<file path="src/rtl/wb_arbiter_pkg.sv">
// Shared config for the write-back arbiter.
// Source slot numbering and default sizing.
package wb_arbiter_pkg;

  localparam int NUM_SRC_DEF      = 4;
  localparam int ROB_SIZE_BIT_CFG = 4;
  localparam int DATA_W_DEF       = 32;

  localparam int SRC_ALU = 0;
  localparam int SRC_LSB = 1;
  localparam int SRC_MUL = 2;
  localparam int SRC_AUX = 3;

endpackage

</file>
<file path="src/rtl/wb_arbiter_rr_pick2.sv">
// Round-robin pick of up to two requesters,
// scanning upward from ptr_i with wrap.
module rr_pick2 #(
  parameter int N  = 4,
  parameter int PW = 2
) (
  input  logic [N-1:0]  req_i,
  input  logic [PW-1:0] ptr_i,
  output logic          g0_vld_o,
  output logic [PW-1:0] g0_idx_o,
  output logic          g1_vld_o,
  output logic [PW-1:0] g1_idx_o
);

  logic [PW-1:0] idx;

  always_comb begin
    g0_vld_o = 1'b0;
    g0_idx_o = '0;
    g1_vld_o = 1'b0;
    g1_idx_o = '0;
    idx      = ptr_i;
    for (int k = 0; k < N; k++) begin
      if (req_i[idx]) begin
        if (!g0_vld_o) begin
          g0_vld_o = 1'b1;
          g0_idx_o = idx;
        end else if (!g1_vld_o) begin
          g1_vld_o = 1'b1;
          g1_idx_o = idx;
        end
      end
      // explicit wrap keeps non-power-of-two N correct
      if (idx == PW'(N - 1)) idx = '0;
      else                   idx = idx + 1'b1;
    end
  end

endmodule

</file>
<file path="src/rtl/wb_arbiter.sv">
// Arbitrates NUM_SRC held results onto the
// ROB's two registered write-back ports.
module wb_arbiter
  import wb_arbiter_pkg::*;
#(
  parameter int NUM_SRC      = NUM_SRC_DEF,
  parameter int ROB_SIZE_BIT = ROB_SIZE_BIT_CFG,
  parameter int DATA_W       = DATA_W_DEF
) (
  input  logic                            clk_in,
  input  logic                            rst_in,
  input  logic                            rdy_in,
  input  logic                            clear,
  input  logic [NUM_SRC-1:0]              src_valid,
  input  logic [NUM_SRC*ROB_SIZE_BIT-1:0] src_rob_idx,
  input  logic [NUM_SRC*DATA_W-1:0]       src_value,
  output logic [NUM_SRC-1:0]              src_ready,
  output logic                            wb0_valid,
  output logic [ROB_SIZE_BIT-1:0]         wb0_rob_idx,
  output logic [DATA_W-1:0]               wb0_value,
  output logic                            wb1_valid,
  output logic [ROB_SIZE_BIT-1:0]         wb1_rob_idx,
  output logic [DATA_W-1:0]               wb1_value
);

  localparam int PW = $clog2(NUM_SRC);
  localparam int RW = ROB_SIZE_BIT;

  logic [NUM_SRC-1:0] hv_q, hv_d;
  logic [RW-1:0]      hidx_q [NUM_SRC];
  logic [RW-1:0]      hidx_d [NUM_SRC];
  logic [DATA_W-1:0]  hval_q [NUM_SRC];
  logic [DATA_W-1:0]  hval_d [NUM_SRC];
  logic [PW-1:0]      ptr_q, ptr_d;

  logic              wb0_v_q, wb0_v_d;
  logic [RW-1:0]     wb0_i_q, wb0_i_d;
  logic [DATA_W-1:0] wb0_x_q, wb0_x_d;
  logic              wb1_v_q, wb1_v_d;
  logic [RW-1:0]     wb1_i_q, wb1_i_d;
  logic [DATA_W-1:0] wb1_x_q, wb1_x_d;

  logic               g0_vld, g1_vld;
  logic [PW-1:0]      g0_idx, g1_idx;
  logic [NUM_SRC-1:0] grant;
  logic               open;

  function automatic logic [PW-1:0] nxt(
    input logic [PW-1:0] p
  );
    return (p == PW'(NUM_SRC - 1)) ? '0 : p + 1'b1;
  endfunction

  rr_pick2 #(
    .N  (NUM_SRC),
    .PW (PW)
  ) u_pick (
    .req_i    (hv_q),
    .ptr_i    (ptr_q),
    .g0_vld_o (g0_vld),
    .g0_idx_o (g0_idx),
    .g1_vld_o (g1_vld),
    .g1_idx_o (g1_idx)
  );

  assign open = rdy_in && !clear && !rst_in;

  always_comb begin
    grant = '0;
    if (g0_vld) grant[g0_idx] = 1'b1;
    if (g1_vld) grant[g1_idx] = 1'b1;
    src_ready = {NUM_SRC{open}} & (~hv_q | grant);
  end

  always_comb begin
    hv_d    = hv_q;
    hidx_d  = hidx_q;
    hval_d  = hval_q;
    ptr_d   = ptr_q;
    wb0_v_d = wb0_v_q;
    wb0_i_d = wb0_i_q;
    wb0_x_d = wb0_x_q;
    wb1_v_d = wb1_v_q;
    wb1_i_d = wb1_i_q;
    wb1_x_d = wb1_x_q;
    if (clear) begin
      hv_d    = '0;
      ptr_d   = '0;
      wb0_v_d = 1'b0;
      wb1_v_d = 1'b0;
    end else begin
      wb0_v_d = g0_vld;
      wb1_v_d = g1_vld;
      if (g0_vld) begin
        wb0_i_d = hidx_q[g0_idx];
        wb0_x_d = hval_q[g0_idx];
      end
      if (g1_vld) begin
        wb1_i_d = hidx_q[g1_idx];
        wb1_x_d = hval_q[g1_idx];
      end
      for (int i = 0; i < NUM_SRC; i++) begin
        if (src_valid[i] && src_ready[i]) begin
          hv_d[i]   = 1'b1;
          hidx_d[i] = src_rob_idx[i*RW +: RW];
          hval_d[i] = src_value[i*DATA_W +: DATA_W];
        end else if (grant[i]) begin
          hv_d[i] = 1'b0;
        end
      end
      if (g1_vld)      ptr_d = nxt(g1_idx);
      else if (g0_vld) ptr_d = nxt(g0_idx);
    end
  end

  always_ff @(posedge clk_in) begin
    if (rst_in) begin
      hv_q    <= '0;
      ptr_q   <= '0;
      wb0_v_q <= 1'b0;
      wb0_i_q <= '0;
      wb0_x_q <= '0;
      wb1_v_q <= 1'b0;
      wb1_i_q <= '0;
      wb1_x_q <= '0;
      for (int i = 0; i < NUM_SRC; i++) begin
        hidx_q[i] <= '0;
        hval_q[i] <= '0;
      end
    end else if (rdy_in) begin
      hv_q    <= hv_d;
      hidx_q  <= hidx_d;
      hval_q  <= hval_d;
      ptr_q   <= ptr_d;
      wb0_v_q <= wb0_v_d;
      wb0_i_q <= wb0_i_d;
      wb0_x_q <= wb0_x_d;
      wb1_v_q <= wb1_v_d;
      wb1_i_q <= wb1_i_d;
      wb1_x_q <= wb1_x_d;
    end
  end

  assign wb0_valid   = wb0_v_q;
  assign wb0_rob_idx = wb0_i_q;
  assign wb0_value   = wb0_x_q;
  assign wb1_valid   = wb1_v_q;
  assign wb1_rob_idx = wb1_i_q;
  assign wb1_value   = wb1_x_q;

endmodule

</file>
<file path="config.mk">
export PLATFORM = sky130hd
export DESIGN_NAME = wb_arbiter
export DESIGN_NICKNAME = d
export VERILOG_FILES = /design/src/rtl/wb_arbiter_pkg.sv /design/src/rtl/wb_arbiter_rr_pick2.sv /design/src/rtl/wb_arbiter.sv
export SDC_FILE = /design/constraint.sdc
export NUM_CORES = 1
export LEC_CHECK = 0
export ABC_CLOCK_PERIOD_IN_PS = 10300
export CORE_ASPECT_RATIO = 0.5
export CORE_MARGIN = 4
export CORE_UTILIZATION = 56
export DETAILED_ROUTE_END_ITERATION = 10
export PLACE_DENSITY = 0.86
export SETUP_SLACK_MARGIN = 0.05
export SKIP_CTS_REPAIR_TIMING = 1
export SYNTH_ARGS = -nofsm -noshare
export SYNTH_HDL_FRONTEND = slang
export SYNTH_HIERARCHICAL = 1
export SYNTH_SLANG_ARGS = --single-unit
</file>
<file path="constraint.sdc">
create_clock -name clk_in -period 10.3 [get_ports clk_in]
set_input_delay 2.06 -clock clk_in [delete_from_list [all_inputs] [get_ports clk_in]]
set_output_delay 2.06 -clock clk_in [all_outputs]
set_load 0.05 [all_outputs]
</file>
### Word level (Yosys, flattened, before mapping)

Cells that the tools add are included.

| operators by class | value |
|---|---|
| add/subtract/negate cells | 5 |
| multiply operators | 0 |
| div/mod/pow operators | 0 |
| $lt $le $gt $ge | 10 |
| eq/ne operators | 5 |
| shifts and indexed selects | 0 |
| muxes and demuxes | 70 |
| bitwise logic cells | 7 |
| reduce and logical (&&, ||, !) cells | 26 |

Operator list:

| cell | number |
|---|---|
| binary-select mux 32 bit (select 2 bit) | 2 |
| two-way mux 32 bit | 4 |
| two-way mux 2 bit | 23 |
| two-way mux 4 bit | 7 |
| two-way mux 1 bit | 26 |
| less-than comparator 2 x 3 -> 1 bit (second input constant) | 6 |
| AND reduction 3 bit | 6 |
| binary-select mux 4 bit (select 2 bit) | 2 |
| nonzero test 3 bit | 5 |
| adder 2 x 1 -> 2 bit (second input constant) | 5 |
| equality test 2 bit (second input constant) | 5 |
| AND reduction 2 bit | 5 |
| binary-select mux 1 bit (select 2 bit) | 4 |
| logical AND 1 bit | 8 |
| bitwise OR 4 bit | 2 |
| >= comparator 3 bit (second input constant) | 2 |
| NOT 2 -> 3 bit | 2 |
| AND 4 bit | 1 |
| demux 1 bit (select 2 bit) | 2 |
| >= comparator 2 x 1 -> 1 bit (second input constant) | 2 |
| NOT 4 bit | 1 |
| zero test 1 bit | 2 |
| NOT 1 bit | 1 |

| storage, ports and cells | value |
|---|---|
| register bits | 224 |
| latch bits | 0 |
| RAM bits | 0 |
| memory bits (read-only) | 0 |
| input bits | 152 |
| output and inout bits | 78 |
| logic and storage cells | 142 |
| memories kept | 0 |

### Logic depth before layout (Yosys ltp)

| logic depth | value |
|---|---|
| word-level depth | 22 |
| mapped depth | 17 |
| depth with buffers taken out | 11 |

### Modules after synthesis

The synthesis kept the hierarchy.

Modules (own cells, without submodules):

| module | instances | cells an instance | area each (µm²) | seq. area each (µm²) |
|---|---|---|---|---|
| wb_arbiter | 1 | 791 | 10542.6 | 4484.3 |
| rr_pick2 | 1 | 111 | 747.0 | 0.0 |

### Worst setup path before layout

OpenSTA, ideal clock, no wires.

| path | value |
|---|---|
| kind | reg2out |
| from | register ptr_q[0] |
| to | output port src_ready[2] |
| arrival time | 3.462 ns |
| required time | 8.240 ns |
| slack | 4.778 ns |
| stages on the path, launching flop included | 14 |
| buffers on the path | 3 |
| cells stage by stage | dfxtp_1 > ha_1 > inv_2 > clkbuf_1 > nand2_1 > o2111ai_2 > o21ai_1 > a221o_1 > buf_1 > buf_1 > inv_1 > ha_1 > nand2_1 > a31oi_1 |

| between the ends | value |
|---|---|
| elaborated cells between the ends (all ways) | 57 |
| those cells by class | add/sub (3); order compare (4); eq/ne (3); mux (42); bitwise (3); reduce/logical (2) |

RTL lines:

| what | line | RTL |
|---|---|---|
| start: declaration | wb_arbiter.sv:34 | `logic [PW-1:0] ptr_q, ptr_d;` |
| start signal: assignment | wb_arbiter.sv:134 | `ptr_q <= ptr_d;` |
| adder 2 x 1 -> 2 bit (tied with other cells) | wb_arbiter_rr_pick2.sv:35 | `else idx = idx + 1'b1;` |
| two-way mux 2 bit or two-way mux 1 bit (tied branches) | wb_arbiter_rr_pick2.sv:34, wb_arbiter_rr_pick2.sv:24 |  |
| adder 2 x 1 -> 2 bit (tied with other cells) | wb_arbiter_rr_pick2.sv:35 |  |
| two-way mux 2 bit (tied with other cells) | wb_arbiter_rr_pick2.sv:34 | `if (idx == PW'(N - 1)) idx = '0;` |
| adder 2 x 1 -> 2 bit (tied with other cells) | wb_arbiter_rr_pick2.sv:35 |  |
| two-way mux 2 bit (tied with other cells) | wb_arbiter_rr_pick2.sv:34 |  |
| binary-select mux 1 bit (select 2 bit) (tied with other cells) | wb_arbiter_rr_pick2.sv:24 | `if (req_i[idx]) begin` |
| two-way mux 1 bit (implied by the code) or two-way mux 2 bit (tied branches) | wb_arbiter_rr_pick2.sv:24, wb_arbiter_rr_pick2.sv:25 |  |
| (+1 left out) | n/a |  |
| named net g0_idx[0] | wb_arbiter.sv:44 | `logic [PW-1:0] g0_idx, g1_idx;` |
| (+1 left out) | n/a |  |
| logical AND 1 bit (implied by the code) | wb_arbiter.sv:70 | `if (g0_vld) grant[g0_idx] = 1'b1;` |
| two-way mux 1 bit (implied by the code) | wb_arbiter.sv:70 |  |
| demux 1 bit (select 2 bit) * | wb_arbiter.sv:70 |  |
| two-way mux 4 bit * | wb_arbiter.sv:70 |  |
| bitwise OR 4 bit (no source line) | n/a |  |
| two-way mux 4 bit * | wb_arbiter.sv:71 | `if (g1_vld) grant[g1_idx] = 1'b1;` |
| bitwise OR 4 bit * | wb_arbiter.sv:72 | `src_ready = {NUM_SRC{open}} & (~hv_q \| grant);` |
| AND 4 bit * | wb_arbiter.sv:72 |  |
| end: declaration | wb_arbiter.sv:17 | `output logic [NUM_SRC-1:0] src_ready,` |

Mark *: on every way through the listed nets, which the timed path passes. The rest lies on a longest branch. The select of a mux whose other input is x is not followed.

### Worst setup path in the final report

| path | value |
|---|---|
| from | register ptr_q[0] |
| to | output port src_ready[3] |

| between the ends | value |
|---|---|
| elaborated cells between the ends (all ways) | 57 |
| those cells by class | add/sub (3); order compare (4); eq/ne (3); mux (42); bitwise (3); reduce/logical (2) |

RTL lines:

| what | line | RTL |
|---|---|---|
| adder 2 x 1 -> 2 bit (tied with other cells) | wb_arbiter_rr_pick2.sv:35 |  |
| two-way mux 2 bit or two-way mux 1 bit (tied branches) | wb_arbiter_rr_pick2.sv:34, wb_arbiter_rr_pick2.sv:24 |  |
| adder 2 x 1 -> 2 bit (tied with other cells) | wb_arbiter_rr_pick2.sv:35 |  |
| two-way mux 2 bit (tied with other cells) | wb_arbiter_rr_pick2.sv:34 |  |
| adder 2 x 1 -> 2 bit (tied with other cells) | wb_arbiter_rr_pick2.sv:35 |  |
| two-way mux 2 bit (tied with other cells) | wb_arbiter_rr_pick2.sv:34 |  |
| binary-select mux 1 bit (select 2 bit) or two-way mux 1 bit (tied branches) | wb_arbiter_rr_pick2.sv:24 |  |
| two-way mux 1 bit (on tied branches) | wb_arbiter_rr_pick2.sv:24, wb_arbiter_rr_pick2.sv:25 |  |
| two-way mux 1 bit * | wb_arbiter_rr_pick2.sv:24 |  |
| named net g1_vld | wb_arbiter.sv:43 | `logic g0_vld, g1_vld;` |
| two-way mux 4 bit * | wb_arbiter.sv:71 |  |
| bitwise OR 4 bit * | wb_arbiter.sv:72 |  |
| AND 4 bit * | wb_arbiter.sv:72 |  |

Marked as above.

==> impl_metrics.yaml <==
global_routing:
  grt_pass1_vias: 8706
  antenna_found_initial: 0
  grt_overflow: 0
  grt_start_max_net_pins: 81
  grt_pass1_wl_mm: 47.9
  grt.total_usage_pct: 26.5
place:
  dp_cells: 1328
  gp_congestion: 0.821
  port_buffers: 229
  hpwl_mm: 20.0
  place_ws_ns: 3.66
  place_area_mm2: 0.0136
detailed_routing:
  drtPass1Iterations: 6
  via_count: 8126
  totalWireLength_mm: 30.9
  drc_errors: 0
  drtIter0Drc: 584
  antenna_left: 0
  wire_per_inst_um: 22.7
  vias_per_cell: 5.97
critical_path:
  cp_top_family: "buffers and inverters"
  crit_slowest_cell: "dfxtp_1"
  critPathRequiredTime_ns: 8.24
  end_kind: "primary output"
  cpPeakStageDelay_ns: 0.98
  critPathKind: "flop to primary output"
  critPathBufInv: 2
  r2r-start: "ptr_q[0]"
  reg2reg_slack_ns: 5.24
  critPathLaunchType: "flop"
  crit_chain: "ha_1 > inv_2 > xnor2_2 > mux2i_1 > maj3_1 > a21oi_1 > nand2_1 > a31oi_1 > clkdlybuf4s50_1"
  cp_max_fo: 25
  r2r-end: "hidx_q[15]"
  reg2reg_depth: 13
  arrival_ns: 5.20
min_path:
  hold_path_class: "flop to flop"
  min_from: "wb0_value[25]"
  hold-path-cell-count: 1
  worstHoldEndpoint: "wb0_value[25]"
yosys:
  netlist_area_mm2: 0.0113
  synth-simple-area-share_pct: 10.8
  syn_nets: 1063
  synth_cell_types: 57
  synth_ff_type: "dfxtp_1"
  synth_edf_count: 0
  syn_area_per_cell_um2: 12.5
  synthArstFlopShare_pct: 0
  synthAdderAreaFrac_pct: 1.09
  ys_ff_latch: 224
  synth_top_family_by_area: "multiplexers"
  yosysSeqAreaShare_pct: 39.7
  synth_cells: 902
  synth.area.mux_share_pct: 34.1
  synth_compound_area_share_pct: 9.45
  yosys_warnings: 6
  yosys.area_share.xor_xnor_pct: 0.377
floorplanning:
  die_y_um: 108
  start_util_pct: 57.5
  core_mm2: 0.0196
  boundaryPins: 230
  row_count: 36
  die_x_um: 209
  design.die.area_mm2: 0.0226
cells_and_area:
  final_cell_area_mm2: 0.0142
  final_common_cell: "clkdlybuf4s50_1"
  n_antenna_cell: 0
  stdcell_count: 1361
  area_delta_synth_final_pct: 26.1
  fin_nets: 1245
  layout_common_cells: "clkdlybuf4s50_1 (228), dfxtp_1 (224), nor2b_1 (148)"
  drive_gt1_share_pct: 25.6
clock_network:
  root_buffer: "clkbuf_16"
  htree_num_levels: 1
  clock-sinks: 224
  clk_pin_slew_ns: 0.06
  worstSkewPairLatency_ns: 0.51
  clock_path_buffers: 3
  cts_made_buffers: 20
  cts_tree: "done"
sta:
  timing.final.ws_setup_ns: 3.04
  finalCritPeriodShare_pct: 70.4
  setup_tns_ns: 0
  max_freq_mhz: 138
  hold_viol: 0
  rsz0062_at_grt: "no"
  setup_viol: 0
  finalClockSkew_ns: 0.0135
  fin_crit_ns: 7.26
  tightest_slew_ns: 1.00
  drv_slew: 0
  slew_headroom_pct: 33.1
pwr:
  leakage_nw: 5.71
  peakVddDrop_v: 0.0000991
  p_per_area_mw_per_mm2: 140
flow_run:
  drv_cap: 0
run_status:
  outcome: "completed"
[power by group]
group          internal, mW  switching [mW]  leakage [nW]
registers             0.891          0.0265          1.81
clock network         0.413           0.331         0.316
logic                 0.174           0.158          3.58
[how the worst max path moves through the flow]
stage / endpoint / cells past startpoint / start / slack, ns
6_report: src_ready[3] / 9 / ptr_q[0] / 3.04
4_1_cts: src_ready[3] / 9 / ptr_q[0] / 3.10
2_1_floorplan: src_ready[2] / 13 / ptr_q[0] / 4.78
3_5_place_dp: src_ready[3] / 9 / ptr_q[0] / 3.66
5_1_grt: src_ready[3] / 9 / ptr_q[0] / 2.71
3_3_place_gp: src_ready[0] / 9 / ptr_q[0] / 3.75
[flip-flops by register name, indices dropped and copies added, names as in the netlist]
register and flops:
wb0_valid 1, hv_q 4, wb1_value 32, hval_q 128, wb1_valid 1, wb1_rob_idx 4
wb0_value 32, wb0_rob_idx 4, ptr_q 2, hidx_q 16
[kinds of logic (layout without fill, tap and decap cells)]
group / after synthesis / after routing
multiplexers: 229 / 229
flip-flops: 224 / 224
AND/OR/NAND/NOR: 206 / 206
AO/OA/AOI/OAI: 135 / 135
buffers and inverters: 94 / 287
adder cells (fa/ha/maj): 10 / 10
XOR/XNOR: 4 / 4
[metrics by stage]
stage | total power, mW | utilization (%) | hold slack [ns]
floorplan | 1.15 | - | 0.455
global placement | 1.26 | 69.2 | 0.463
detailed placement | 1.27 | 69.2 | 0.466
CTS | 2.00 | 72.5 | 0.481
global route | 2.07 | 72.5 | 0.493
finish | 1.99 | 72.5 | 0.480
[Yosys cell counts (all sizes together), types with 3 or more instances]
master	n	area, um^2
a22oi	4	30.0
nand2	13	48.8
o22ai	3	18.8
inv	14	52.6
mux4	72	1620
clkbuf	44	166
nor3	4	20.0
mux2	147	2110
a31oi	4	25.0
dfxtp	224	4480
mux2i	10	116
buf	36	292
a311o	3	30.0
and3	3	18.8
nand3	6	30.0
ha	9	113
nor2	15	58.8
nor2b	148	926
o32ai	4	35.0
a21oi	19	95.1
a32oi	4	35.0
o21ai	9	45.0
nand2b	5	31.3
a22o	72	631
[routing by layer]
metal	global-route usage, %	vias to the layer above	wire length, um
met5	0	-	0
met4	7.72	0	854
met3	4.23	64	1790
met2	47.8	298	15700
met1	33.4	4073	12600
li1	-	3691	-
[final cells by class]
type | count | area [um^2]
Clock inverter | 6 | 70.1
Multi-Input combinational cell | 584 | 6350
Timing Repair Buffer | 240 | 2370
Inverter | 14 | 52.6
Tap cell | 266 | 333
Sequential cell | 224 | 4480
Clock buffer | 27 | 567
Fill cell | 1298 | 5410
(Power assumes the default switching activity.)
